--- src/rtl/ao_delay_pkg.sv ---
// ao_delay_pkg
//   Shared constants and helpers for the ao_delay_gate gate primitive.
//   - AO_AND_RISE_DLY / AO_AND_FALL_DLY : default AND-stage delays (cycles)
//   - AO_OR_DLY                         : default OR-stage delay (cycles)
//   - ao_cnt_width()                    : bits needed to count up to a delay
package ao_delay_pkg;

  localparam int AO_AND_RISE_DLY = 7;
  localparam int AO_AND_FALL_DLY = 5;
  localparam int AO_OR_DLY       = 12;

  // Width of a counter that must hold values 0..max_dly. Never below 1 bit.
  function automatic int ao_cnt_width(input int max_dly);
    int w;
    w = $clog2(max_dly + 1);
    return (w < 1) ? 1 : w;
  endfunction

endpackage

--- src/rtl/inertial_dly_stage.sv ---
// inertial_dly_stage
//   One inertial-delay stage: q follows d only after d has differed from q
//   for D consecutive rising edges (D = RISE_DLY when d = 1, FALL_DLY when
//   d = 0). Any shorter excursion is swallowed.
// Parameters:
//   RISE_DLY, FALL_DLY : delays in cycles, both must be >= 1
// Ports:
//   clk     in  rising-edge clock
//   rst_n   in  asynchronous active-low reset (q = 0, counter = 0)
//   d       in  stage input
//   q       out delayed stage output (registered)
//   pending out counter nonzero: a transition is in flight
import ao_delay_pkg::*;

module inertial_dly_stage #(
  parameter int RISE_DLY = AO_AND_RISE_DLY,
  parameter int FALL_DLY = AO_AND_FALL_DLY
) (
  input  logic clk,
  input  logic rst_n,
  input  logic d,
  output logic q,
  output logic pending
);

  localparam int CNT_W = ao_cnt_width((RISE_DLY > FALL_DLY) ? RISE_DLY : FALL_DLY);
  localparam logic [CNT_W-1:0] RISE_C = CNT_W'(RISE_DLY);
  localparam logic [CNT_W-1:0] FALL_C = CNT_W'(FALL_DLY);

  // A zero delay would let the counter never match; refuse to elaborate.
  if (RISE_DLY < 1 || FALL_DLY < 1) begin : g_bad_dly
    $error("inertial_dly_stage: delay parameters must be >= 1");
  end

  logic [CNT_W-1:0] cnt;
  logic [CNT_W-1:0] cnt_nxt;
  logic [CNT_W-1:0] cnt_inc;
  logic [CNT_W-1:0] dly;
  logic             q_nxt;

  // The edge that brings the count to D is the edge on which q updates,
  // so we compare the incremented value rather than the current one.
  always_comb begin
    cnt_inc = cnt + 1'b1;
    dly     = d ? RISE_C : FALL_C;
    q_nxt   = q;
    cnt_nxt = '0;
    if (d != q) begin
      if (cnt_inc == dly) begin
        q_nxt = d;
      end else begin
        cnt_nxt = cnt_inc;
      end
    end
  end

  always_ff @(posedge clk or negedge rst_n) begin
    if (!rst_n) begin
      cnt <= '0;
      q   <= 1'b0;
    end else begin
      cnt <= cnt_nxt;
      q   <= q_nxt;
    end
  end

  assign pending = (cnt != '0);

endmodule

--- src/rtl/ao_delay_gate.sv ---
// ao_delay_gate
//   Clocked model of w = (a & b) | c with inertial delays in whole cycles:
//   an AND stage (asymmetric rise/fall) cascaded into an OR stage
//   (symmetric). All outputs are registered; no input reaches w
//   combinationally.
// Parameters:
//   AND_RISE_DLY (7), AND_FALL_DLY (5), OR_DLY (12) : delays in cycles
// Ports:
//   clk   in  rising-edge clock
//   rst_n in  asynchronous active-low reset
//   a, b  in  AND operands
//   c     in  OR operand (direct path)
//   w     out delayed (a & b) | c
//   busy  out (only with AO_BUSY_EN defined) a transition is pending in
//             either stage
// Build option: define AO_BUSY_EN to add the busy output.
import ao_delay_pkg::*;

module ao_delay_gate #(
  parameter int AND_RISE_DLY = AO_AND_RISE_DLY,
  parameter int AND_FALL_DLY = AO_AND_FALL_DLY,
  parameter int OR_DLY       = AO_OR_DLY
) (
  input  logic clk,
  input  logic rst_n,
  input  logic a,
  input  logic b,
  input  logic c,
  output logic w
`ifdef AO_BUSY_EN
  ,
  output logic busy
`endif
);

  logic and_q;
  logic and_pend;
  logic or_pend;

  inertial_dly_stage #(
    .RISE_DLY (AND_RISE_DLY),
    .FALL_DLY (AND_FALL_DLY)
  ) u_and_stage (
    .clk     (clk),
    .rst_n   (rst_n),
    .d       (a & b),
    .q       (and_q),
    .pending (and_pend)
  );

  // and_q keeps tracking a & b even while c = 1 masks it at w.
  inertial_dly_stage #(
    .RISE_DLY (OR_DLY),
    .FALL_DLY (OR_DLY)
  ) u_or_stage (
    .clk     (clk),
    .rst_n   (rst_n),
    .d       (and_q | c),
    .q       (w),
    .pending (or_pend)
  );

`ifdef AO_BUSY_EN
  // Both counters are held at zero in reset, so busy is 0 there too.
  assign busy = and_pend | or_pend;
`else
  logic unused_pend;
  assign unused_pend = and_pend | or_pend;
`endif

endmodule

--- config.mk ---
export PLATFORM = sky130hd
export DESIGN_NAME = ao_delay_gate
export DESIGN_NICKNAME = d
export VERILOG_FILES = /design/src/rtl/ao_delay_pkg.sv /design/src/rtl/inertial_dly_stage.sv /design/src/rtl/ao_delay_gate.sv
export SDC_FILE = /design/constraint.sdc
export NUM_CORES = 1
export LEC_CHECK = 0
export BUFFER_PORTS_ARGS = -buffer_cell sky130_fd_sc_hd__buf_2
export CAP_MARGIN = 20
export CORE_MARGIN = 8
export CORE_UTILIZATION = 35
export DETAILED_ROUTE_END_ITERATION = 10
export GPL_ROUTABILITY_DRIVEN = 0
export PLACE_DENSITY = 0.63
export SYNTH_ARGS = -nofsm -noshare
export SYNTH_HDL_FRONTEND = slang
export SYNTH_HIERARCHICAL = 1
export SYNTH_SLANG_ARGS = --single-unit
--- constraint.sdc ---
create_clock -name clk -period 1.6 [get_ports clk]
set_clock_uncertainty 0.2 [all_clocks]
set_input_delay 0.16 -clock clk [delete_from_list [all_inputs] [get_ports clk]]
set_output_delay 0.16 -clock clk [all_outputs]
set_load 0.05 [all_outputs]
Word level (Yosys, flattened, before mapping). Index checks and enable logic that the tools add are counted.

Register bits after elaboration: 9. Input bits: 5. Output and inout port bits: 1. Logic and storage cells: 19.

Add/sub/neg operators: 2. Equal/unequal tests: 4. Multiplexer cells: 5. Bitwise gates (word level): 2. Reductions and logical operators: 2.

Operators with widths (number): $mux 4 (2); $mux 3 (2); $add 4x1->4 const B (1); $eq 4x4->1 const B (1); $reduce_and 2->1 (2); $add 3x1->3 const B (1); $eq 3x3->1 (1); $mux 2 (1); $ne 1x1->1 (2); $and 1x1->1 (1); $or 1x1->1 (1).

Depth between registers and ports, before layout. Gate-level depths: netlist of the first run.

Depth after elaboration: 5. Gate-level depth with buffers: 5. Depth with buffers taken out: 5.

Hierarchy. Netlist of the first run, hierarchy kept.

Modules (own cells, without submodules): inertial_dly_stage at u_or_stage (times used 1, cells each 25, area each 255.2 um^2); inertial_dly_stage at u_and_stage (times used 1, cells each 24, area each 240.2 um^2); ao_delay_gate (times used 1, cells each 2, area each 12.5 um^2).

Worst setup path after synthesis of the first run. OpenSTA, ideal clock, no wires.

Path type: flip-flop to flip-flop. From: register u_and_stage.cnt[0]. To: register u_and_stage.q. Arrival: 1.248 ns. Data required time: 1.279 ns. Setup slack: 0.031 ns. Cell stages (with the launch flop): 5. Path buffers: 0. Clock period less this slack: 1.569 ns. Cells stage by stage: dfrtp_1 -> inv_1 -> ha_1 -> o31a_1 -> o22a_1.

Longest elaborated chain between the ends: 3.

Ends and longest elaborated chain: from (decl) (RTL line inertial_dly_stage.sv:35) `logic [CNT_W-1:0] cnt;`; from (signal assigned) (RTL line inertial_dly_stage.sv:62) `cnt <= cnt_nxt;`; $add 3x1->3 (RTL line inertial_dly_stage.sv:44) `cnt_inc = cnt + 1'b1;`; $eq 3x3->1 (RTL line inertial_dly_stage.sv:49) `if (cnt_inc == dly) begin`; $reduce_and 2->1 (no source line); to (signal assigned) (RTL line inertial_dly_stage.sv:63) `q <= q_nxt;`; to (decl) (RTL line inertial_dly_stage.sv:22) `output logic q,`.

No other way between the ends. A chain may end at the register's enable or synchronous reset.

Worst setup path after layout of the first run. Ends and elaborated chain as after synthesis.

==> impl_metrics.env, run 1 <==
export IMPL_fin_crit_sh=0.9525
export IMPL_fin_ws_ns=0.07602
export IMPL_utilization=0.4672
export IMPL_detail_route_wl_per_cell_um=10.65
export IMPL_post_cts_buffers=0
export IMPL_report_power_total_uw=517.5
export IMPL_status="completed"
export IMPL_final_cell_mix="dfrtp_1 (9), inv_1 (6), buf_2 (5), nor3_1 (4), nor2_1 (4)"
export IMPL_tightest_slew_ns=0.2533
export IMPL_design_core_area_um2=1318
export IMPL_p_per_area_nw_per_um2=840.6
export IMPL_cap_violations=0
export IMPL_clock_latency_ns=0.25
export IMPL_die_x_um=53.72
export IMPL_cts_clk_slew_worst_paths_ns=0.06
export IMPL_holdPathStages=3
export IMPL_leakage_nw=0.2883
export IMPL_syn_inst=49
export IMPL_worstHoldEndpoint="u_or_stage/q"
export IMPL_reg2reg_depth=4
export IMPL_placed_cells=72
export IMPL_drv_slew=0
export IMPL_cts_htree_levels=1
export IMPL_antenna_cells=0
export IMPL_syn_area_per_cell_um2=10.16
export IMPL_hp_class="in2reg"
export IMPL_regToRegSetupSlack_ns=0.08
export IMPL_drt_pass1_iterations=4
export IMPL_io_pins=6
export IMPL_rsz0062_at_grt="no"
export IMPL_grt_antenna_before_repair=0
export IMPL_hpwl_um=638.2
export IMPL_cts_num_sinks=9
export IMPL_nets=72
export IMPL_critical_path_class="reg2reg"
export IMPL_yosys_warnings=6
export IMPL_hold_violations=0
export IMPL_min_delay_start="c"
export IMPL_drive_gt1_frac=0.2419
export IMPL_rr_endpoint="u_and_stage/q"
export IMPL_clockRootBuffer="clkbuf_4"
export IMPL_crit_required_ns=1.54
export IMPL_cts_made_buffers=3
export IMPL_finalWorstPathRequiredPeriod_ns=1.524
export IMPL_final_cells=77
export IMPL_finalSetupTns_ns=0
export IMPL_post_route_drc_count=0
export IMPL_area_growth_pct=23.62
export IMPL_post_place_ws_ns=0.03876
export IMPL_synth_cell_area_um2=498.0
export IMPL_track_usage=0.07163
export IMPL_row_count=13
export IMPL_cp_start_kind="flip-flop"
export IMPL_num_vias=353
export IMPL_cts_buffer_depth=2
export IMPL_die_area_um2=2886
export IMPL_mostFrequentLayoutCell="dfrtp_1"
export IMPL_drt_wl_total_um=820
export IMPL_viasPerCell=4.584
export IMPL_timing_slew_headroom=0.8303
export IMPL_start_util=0.3780
export IMPL_crit_fanout=4
export IMPL_syn_nets=58
export IMPL_dieHeight_um=53.72
export IMPL_grt_pass1_vias=354
export IMPL_drtAntennaViolNets=0
export IMPL_irDropWorstVdd_mv=0.4968
export IMPL_numPortBuffers=5
export IMPL_grt_ovfl_total=0
export IMPL_fmax_mhz=656.2
export IMPL_cts_tree="built"
export IMPL_grt_pass1_wl_mm=1.483
export IMPL_drt_iter0_drc=7
export IMPL_reg2reg_from="u_and_stage/cnt[0]"
export IMPL_critical_path_arrival_ns=1.46
export IMPL_endpoint_kind="flip-flop"
export IMPL_grt_max_degree=10
export IMPL_setup_violations=0
worst max path at each step:
stage	start	to	slack (ns)	cells past startpoint
CTS	u_and_stage/cnt[0]	u_and_stage/q	0.02	4
global route	u_and_stage/cnt[0]	u_and_stage/q	0.006	4
detailed placement	u_and_stage/cnt[0]	u_and_stage/q	0.04	4
global placement	u_and_stage/cnt[0]	u_and_stage/q	0.05	4
floorplan	u_and_stage/cnt[0]	u_and_stage/q	0.03	4
finish	u_and_stage/cnt[0]	u_and_stage/q	0.08	4
cell type report:
class | count | area, µm²
inverters | 6 | 22.52
flip-flops and latches | 9 | 225.2
multi-input cells | 34 | 265.3
repair buffers | 9 | 57.56
well taps | 15 | 18.77
clock buffers | 4 | 26.28
fillers | 127 | 701.9
layer usage:
layer	vias up	share of wire	GRT usage
met5	-	0	0
met4	0	0.030	0.06303
met3	2	0.023	0.01928
met2	4	0.42	0.09653
met1	156	0.52	0.09076
li1	191	-	-
flip-flops by register name, summed over array words and instances (netlist names):
signal,cells
u_and_stage/cnt,3
u_and_stage/q,1
u_or_stage/cnt,4
u_or_stage/q,1
worst max-delay path: stages, from the launching register on:
cell     delay, ns
dfrtp_1       0.39
inv_1         0.13
ha_4          0.23
o31a_1        0.27
o22a_1        0.19
report_power, final:
part | switching (mW) | leakage [nW] | internal (mW) | total (mW)
registers | 0.0142 | 0.120 | 0.244 | 0.259
logic | 0.0486 | 0.154 | 0.0403 | 0.0890
clock network | 0.0740 | 0.0150 | 0.0958 | 0.170
total | 0.137 | 0.288 | 0.381 | 0.517
per-stage QoR:
step,hold WS (ns),cell area (µm²)
2_1_floorplan,-0.3356,498.0
3_3_place_gp,-0.1765,564.3
3_5_place_dp,-0.1721,564.3
4_1_cts,0.04565,600.6
5_1_grt,0.08079,615.6
6_report,0.04774,615.6
timing repair:
| item | in CTS | in global routing |
|---|---|---|
| hold buffers | 1 | 0 |
| setup endpoints to repair | 0 | 1 |
| gates resized for setup | 0 | 2 |
| hold endpoints to repair | 9 | 0 |
Power figures use the tool's default switching activity.
==> run 2: changes to the inputs <==
Settings changed: ABC_AREA from default to 1, PLACE_DENSITY 0.63 to 0.61.
Clock period 1.6 ns to 1.9 ns, I/O delays scaled along.
==> run 2 against run 1 <==
Worst hold slack improved by 0.063 ns. Wire length fell by 6.8%. Sequential share of layout area rose by 2.2 points. First-iteration DRC count rose by 14%. Combinational power rose by 13%. Synthesized area rose by 0.25%. Sequential power fell by 7%. Via count rose by 4.2%. Setup slack improved by 0.32 ns. Die area rose by 0.17%. Power fell by 6.2%. Sequential cell count did not move. Largest cell class is now sequential cells.
==> impl_metrics.env, run 2 <==
export IMPL_status="completed"
export IMPL_start_util=0.3789
export IMPL_drt_pass1_iterations=2
export IMPL_drt_wl_total_um=764
export IMPL_slowest_stage="dfrtp_1"
export IMPL_crit_fanout=4
export IMPL_finalWorstPathRequiredPeriod_ns=1.507
export IMPL_cts_tree="built"
export IMPL_drive_gt1_frac=0.1944
export IMPL_critPathBufInv=2
export IMPL_grt_max_degree=10
export IMPL_synth_cell_area_um2=499.2
export IMPL_syn_area_per_cell_um2=8.052
export IMPL_cpMostUsedCell="nand2_1"
export IMPL_p_sw_uw=153.8
export IMPL_clockRootBuffer="clkbuf_4"
export IMPL_nets=82
export IMPL_cts_buffer_depth=2
export IMPL_io_pins=6
export IMPL_syn_inst=62
export IMPL_row_count=13
export IMPL_final_cells=87
export IMPL_cts_num_sinks=9
export IMPL_switching_share=0.3169
export IMPL_fillers=131
export IMPL_finalSetupTns_ns=0
export IMPL_leakage_nw=0.3073
export IMPL_critical_path_max_stage_delay_ns=0.39
export IMPL_p_per_area_nw_per_um2=836.0
export IMPL_design_core_area_um2=1318
export IMPL_largest_register_ffs=4
export IMPL_track_usage=0.06219
export IMPL_report_power_total_uw=485.3
export IMPL_p_int_uw=331.5
export IMPL_grt_pass1_vias=319
export IMPL_tightest_slew_ns=0.2376
export IMPL_final_cell_mix="nand2_1 (15), inv_1 (13), dfrtp_1 (9), nor2_1 (8), buf_2 (5)"
export IMPL_drv_slew=0
export IMPL_cts_htree_levels=1
export IMPL_antenna_cells=0
export IMPL_num_vias=368
export IMPL_grt_antenna_before_repair=0
export IMPL_p_clk_frac=0.292
export IMPL_multiInputGateArea_um2=221.5
export IMPL_die_x_um=53.77
export IMPL_top_regs="u_or_stage/cnt x4, u_and_stage/cnt x3"
export IMPL_fmax_mhz=663.4
export IMPL_syn_nets=71
export IMPL_critical_path_class="reg2reg"
export IMPL_utilization=0.4406
export IMPL_hp_class="in2async"
export IMPL_placed_cells=82
export IMPL_seqCellArea_um2=225.2
export IMPL_grt_ovfl_total=0
export IMPL_endpoint_kind="flip-flop"
export IMPL_whs_ns=0.1109
export IMPL_die_area_um2=2891
export IMPL_dieHeight_um=53.77
export IMPL_post_route_drc_count=0
export IMPL_cpLargestDelayFamily="flip-flops"
export IMPL_fin_crit_sh=0.7934
export IMPL_numPortBuffers=5
export IMPL_timing_slew_headroom=0.8410
export IMPL_cts_clk_slew_worst_paths_ns=0.06
export IMPL_detail_route_wl_per_cell_um=8.782
export IMPL_combPwrFrac=0.209
export IMPL_path_cells="inv_2 -> ha_1 -> inv_1 -> nand2_1 -> nand2_2 -> nand3_2 -> nand2_1 -> nor2_1"
export IMPL_critical_path_arrival_ns=1.45
export IMPL_hpwl_um=582
export IMPL_grt_pass1_wl_mm=1.283
export IMPL_crit_required_ns=1.85
export IMPL_cp_start_kind="flip-flop"
export IMPL_top_register="u_or_stage/cnt"
export IMPL_irDropWorstVdd_mv=0.3984
export IMPL_cts_made_buffers=3
export IMPL_area_growth_pct=16.29
export IMPL_yosys_warnings=6
export IMPL_clock_latency_ns=0.26
export IMPL_rsz0062_at_grt="no"
export IMPL_mostFrequentLayoutCell="nand2_1"
export IMPL_drtAntennaViolNets=0
export IMPL_viasPerCell=4.230
export IMPL_setup_violations=0
export IMPL_seqPwrFrac=0.499
export IMPL_drt_iter0_drc=8
export IMPL_cap_violations=0
export IMPL_hold_violations=0
-- run 2: power groups by stage --
stage / Combinational [mW] / Clock (mW) / Sequential (mW)
2_1_floorplan: 0.0729 / 0 / 0.246
3_3_place_gp: 0.0984 / 0 / 0.245
3_5_place_dp: 0.101 / 0 / 0.246
4_1_cts: 0.102 / 0.153 / 0.242
5_1_grt: 0.119 / 0.167 / 0.245
6_report: 0.101 / 0.142 / 0.242
-- run 2: through the flow --
step,instance area [µm²],worst slack (ns)
after CTS,580.6,0.3952
final,580.6,0.3925
after detailed placement,543.0,0.4052
after global routing,580.6,0.2667
after global placement,543.0,0.4390
after floorplan,499.2,0.5087
-- run 2: final cells by class --
type / instances / area share
tap: 15 / 0.03233
sequential: 9 / 0.3879
clock inverter: 1 / 0.008621
clock buffer: 3 / 0.03879
multi-input combinational: 39 / 0.3815
timing repair buffer: 6 / 0.06034
inverter: 14 / 0.09052
-- run 2: repair_timing --
action                                 CTS  global route
endpoints found under the hold margin    9             0
resized for setup                        0             0
hold buffers                             1             0
buffers inserted                         0             0
-- run 2: final timing paths --
path / cells after the start / to / start / slack [ns]
max reg2reg: 8 / u_and_stage/cnt[0] / u_and_stage/cnt[0] / 0.39
min: 2 / u_or_stage/cnt[0] / rst_n / 0.11
min in group clk: 5 / u_or_stage/q / c / 0.11
min reg2reg: 1 / u_and_stage/cnt[0] / u_and_stage/cnt[0] / 0.30
max: 8 / u_and_stage/cnt[0] / u_and_stage/cnt[0] / 0.39
max in group asynchronous: 2 / u_or_stage/cnt[3] / rst_n / 1.21
-- run 2: worst reg2reg max path, stage by stage (launching register included) --
cell	delay (ns)
dfrtp_1	0.39
inv_2	0.07
ha_1	0.32
inv_1	0.08
nand2_1	0.06
nand2_2	0.07
nand3_2	0.07
nand2_1	0.08
nor2_1	0.05
-- run 2: metal layers --
layer  wire length (µm)  share of wire  vias up  GRT usage
met2                351           0.46        3    0.07915
met4                  8          0.010        0    0.06303
li1                   -              -      204          -
met3                 18          0.024        2    0.01653
met1                385           0.50      159    0.07962
met5                  0              0        -          0
==> run 3: changes to the inputs <==
Settings changed: ABC_AREA 1 to 0.
Clock period 1.9 ns to 1.4 ns, I/O delays scaled along.
==> run 3 against run 2 <==
The flow now finishes with violations (setup timing). Global-route usage grew 1.2 points. Final area grew 17%. Utilization grew 7.7 points. Power grew 29%.
==> impl_metrics.env, run 3 (same netlist as run 1, synthesis figures left out) <==
export IMPL_start_util=0.3780
export IMPL_placed_cells=75
export IMPL_endpoint_kind="flip-flop"
export IMPL_hold_violations=0
export IMPL_grt_antenna_before_repair=0
export IMPL_post_route_drc_count=0
export IMPL_hp_class="in2reg"
export IMPL_dieHeight_um=53.72
export IMPL_area_growth_pct=36.93
export IMPL_clockRootBuffer="clkbuf_4"
export IMPL_cap_violations=0
export IMPL_seqPwrFrac=0.473
export IMPL_antenna_cells=0
export IMPL_m1WireLength_um=437
export IMPL_rsz0062_at_grt="yes"
export IMPL_wl_met3_um=24
export IMPL_combPwrFrac=0.209
export IMPL_io_pins=6
export IMPL_critical_path_arrival_ns=1.44
export IMPL_p_per_area_nw_per_um2=917.2
export IMPL_post_place_ws_ns=-0.07202
export IMPL_drt_pass1_iterations=3
export IMPL_grt_ovfl_total=0
export IMPL_final_cells=82
export IMPL_timing_slew_headroom=0.7373
export IMPL_drtAntennaViolNets=0
export IMPL_cts_tree="built"
export IMPL_viasPerCell=4.756
export IMPL_drt_wl_total_um=946
export IMPL_num_vias=390
export IMPL_cts_htree_levels=1
export IMPL_drv_slew=0
export IMPL_p_int_uw=452.4
export IMPL_irDropWorstVdd_mv=0.5131
export IMPL_detail_route_wl_per_cell_um=11.54
export IMPL_violations="setup timing"
export IMPL_cts_clk_slew_worst_paths_ns=0.06
export IMPL_track_usage=0.07385
export IMPL_drive_gt1_frac=0.3881
export IMPL_top_regs="u_or_stage/cnt x4, u_and_stage/cnt x3"
export IMPL_finalSetupTns_ns=-0.2933
export IMPL_drt_iter0_drc=4
export IMPL_fmax_mhz=672.8
export IMPL_grt_pass1_vias=382
export IMPL_cts_num_sinks=9
export IMPL_status="finished, violations left"
export IMPL_top_register="u_or_stage/cnt"
export IMPL_design_core_area_um2=1318
export IMPL_cts_made_buffers=3
export IMPL_fin_ws_ns=-0.08632
export IMPL_report_power_total_uw=625.5
export IMPL_numPortBuffers=5
export IMPL_largest_register_ffs=4
export IMPL_switching_share=0.2766
export IMPL_leakage_nw=0.3173
export IMPL_cts_buffer_depth=2
export IMPL_grt_max_degree=10
export IMPL_row_count=13
export IMPL_cp_start_kind="flip-flop"
export IMPL_mostFrequentLayoutCell="dfrtp_1"
export IMPL_final_cell_mix="dfrtp_1 (8), buf_4 (7), buf_2 (5), inv_1 (4), nor2_1 (4)"
export IMPL_p_sw_uw=173.0
export IMPL_hpwl_um=630.9
export IMPL_wl_met2_um=436
export IMPL_crit_fanout=3
export IMPL_crit_required_ns=1.35
export IMPL_clock_latency_ns=0.26
export IMPL_top_layer_used="met4"
export IMPL_nets=77
export IMPL_die_x_um=53.72
export IMPL_grt_pass1_wl_mm=1.497
export IMPL_fin_crit_sh=1.062
export IMPL_tightest_slew_ns=0.3910
export IMPL_finalWorstPathRequiredPeriod_ns=1.486
export IMPL_die_area_um2=2886
export IMPL_p_clk_frac=0.318
export IMPL_critical_path_class="reg2reg"
export IMPL_setup_violations=5
run 3: layout make-up:
cell class,instances,area [µm²]
clock buffers,4,26.28
flip-flops and latches,9,226.5
multi-input cells,34,289.0
fillers,124,635.6
inverters,6,22.52
well taps,15,18.77
repair buffers,14,98.84
run 3: power groups by stage:
stage	sequential [mW]	combinational, mW	clock, mW
after floorplan	0.305	0.0636	0
after global placement	0.300	0.111	0
after detailed placement	0.301	0.112	0
after CTS	0.296	0.115	0.213
after global routing	0.299	0.145	0.234
final	0.296	0.131	0.199
run 3: worst paths after layout:
check / start / end / slack, ns / cells past startpoint
max in group asynchronous: rst_n / u_or_stage/q / 0.75 / 2
max reg2reg: u_and_stage/cnt[0] / u_and_stage/q / -0.09 / 4
max: u_and_stage/cnt[0] / u_and_stage/q / -0.09 / 4
min in group asynchronous: rst_n / u_and_stage/cnt[1] / 0.06 / 2
min reg2reg: u_or_stage/q / u_or_stage/q / 0.33 / 1
min: c / u_or_stage/q / 0.03 / 3
run 3: stage by stage:
step | cell area [µm²] | hold slack (ns) | util
final | 681.9 | 0.02953 | 0.5176
after global routing | 681.9 | 0.02599 | 0.5176
after CTS | 639.4 | 0.01493 | 0.4853
after detailed placement | 603.1 | -0.1988 | 0.4577
after global placement | 603.1 | -0.1996 | 0.4577
after floorplan | 514.2 | -0.3556 | -
run 3: critical path: stages (launching register included):
cell and delay [ns]:
dfrtp_1 0.41, ha_2 0.20, xnor2_2 0.14, o31a_1 0.23, o22a_1 0.19
run 3: per-layer routing:
layer | vias to the layer above | GRT usage
met4 | 0 | 0.08824
met1 | 176 | 0.08439
met3 | 5 | 0.01653
met2 | 8 | 0.1023
met5 | - | 0
li1 | 201 | -
run 3: what timing repair did:
action                                  CTS  global route
buffers inserted                          0             2
endpoints found under the setup margin    5             5
hold buffers                              1             0
gates resized for setup                   3             5
pin swaps                                 6             6
hold endpoints to repair                  9             0
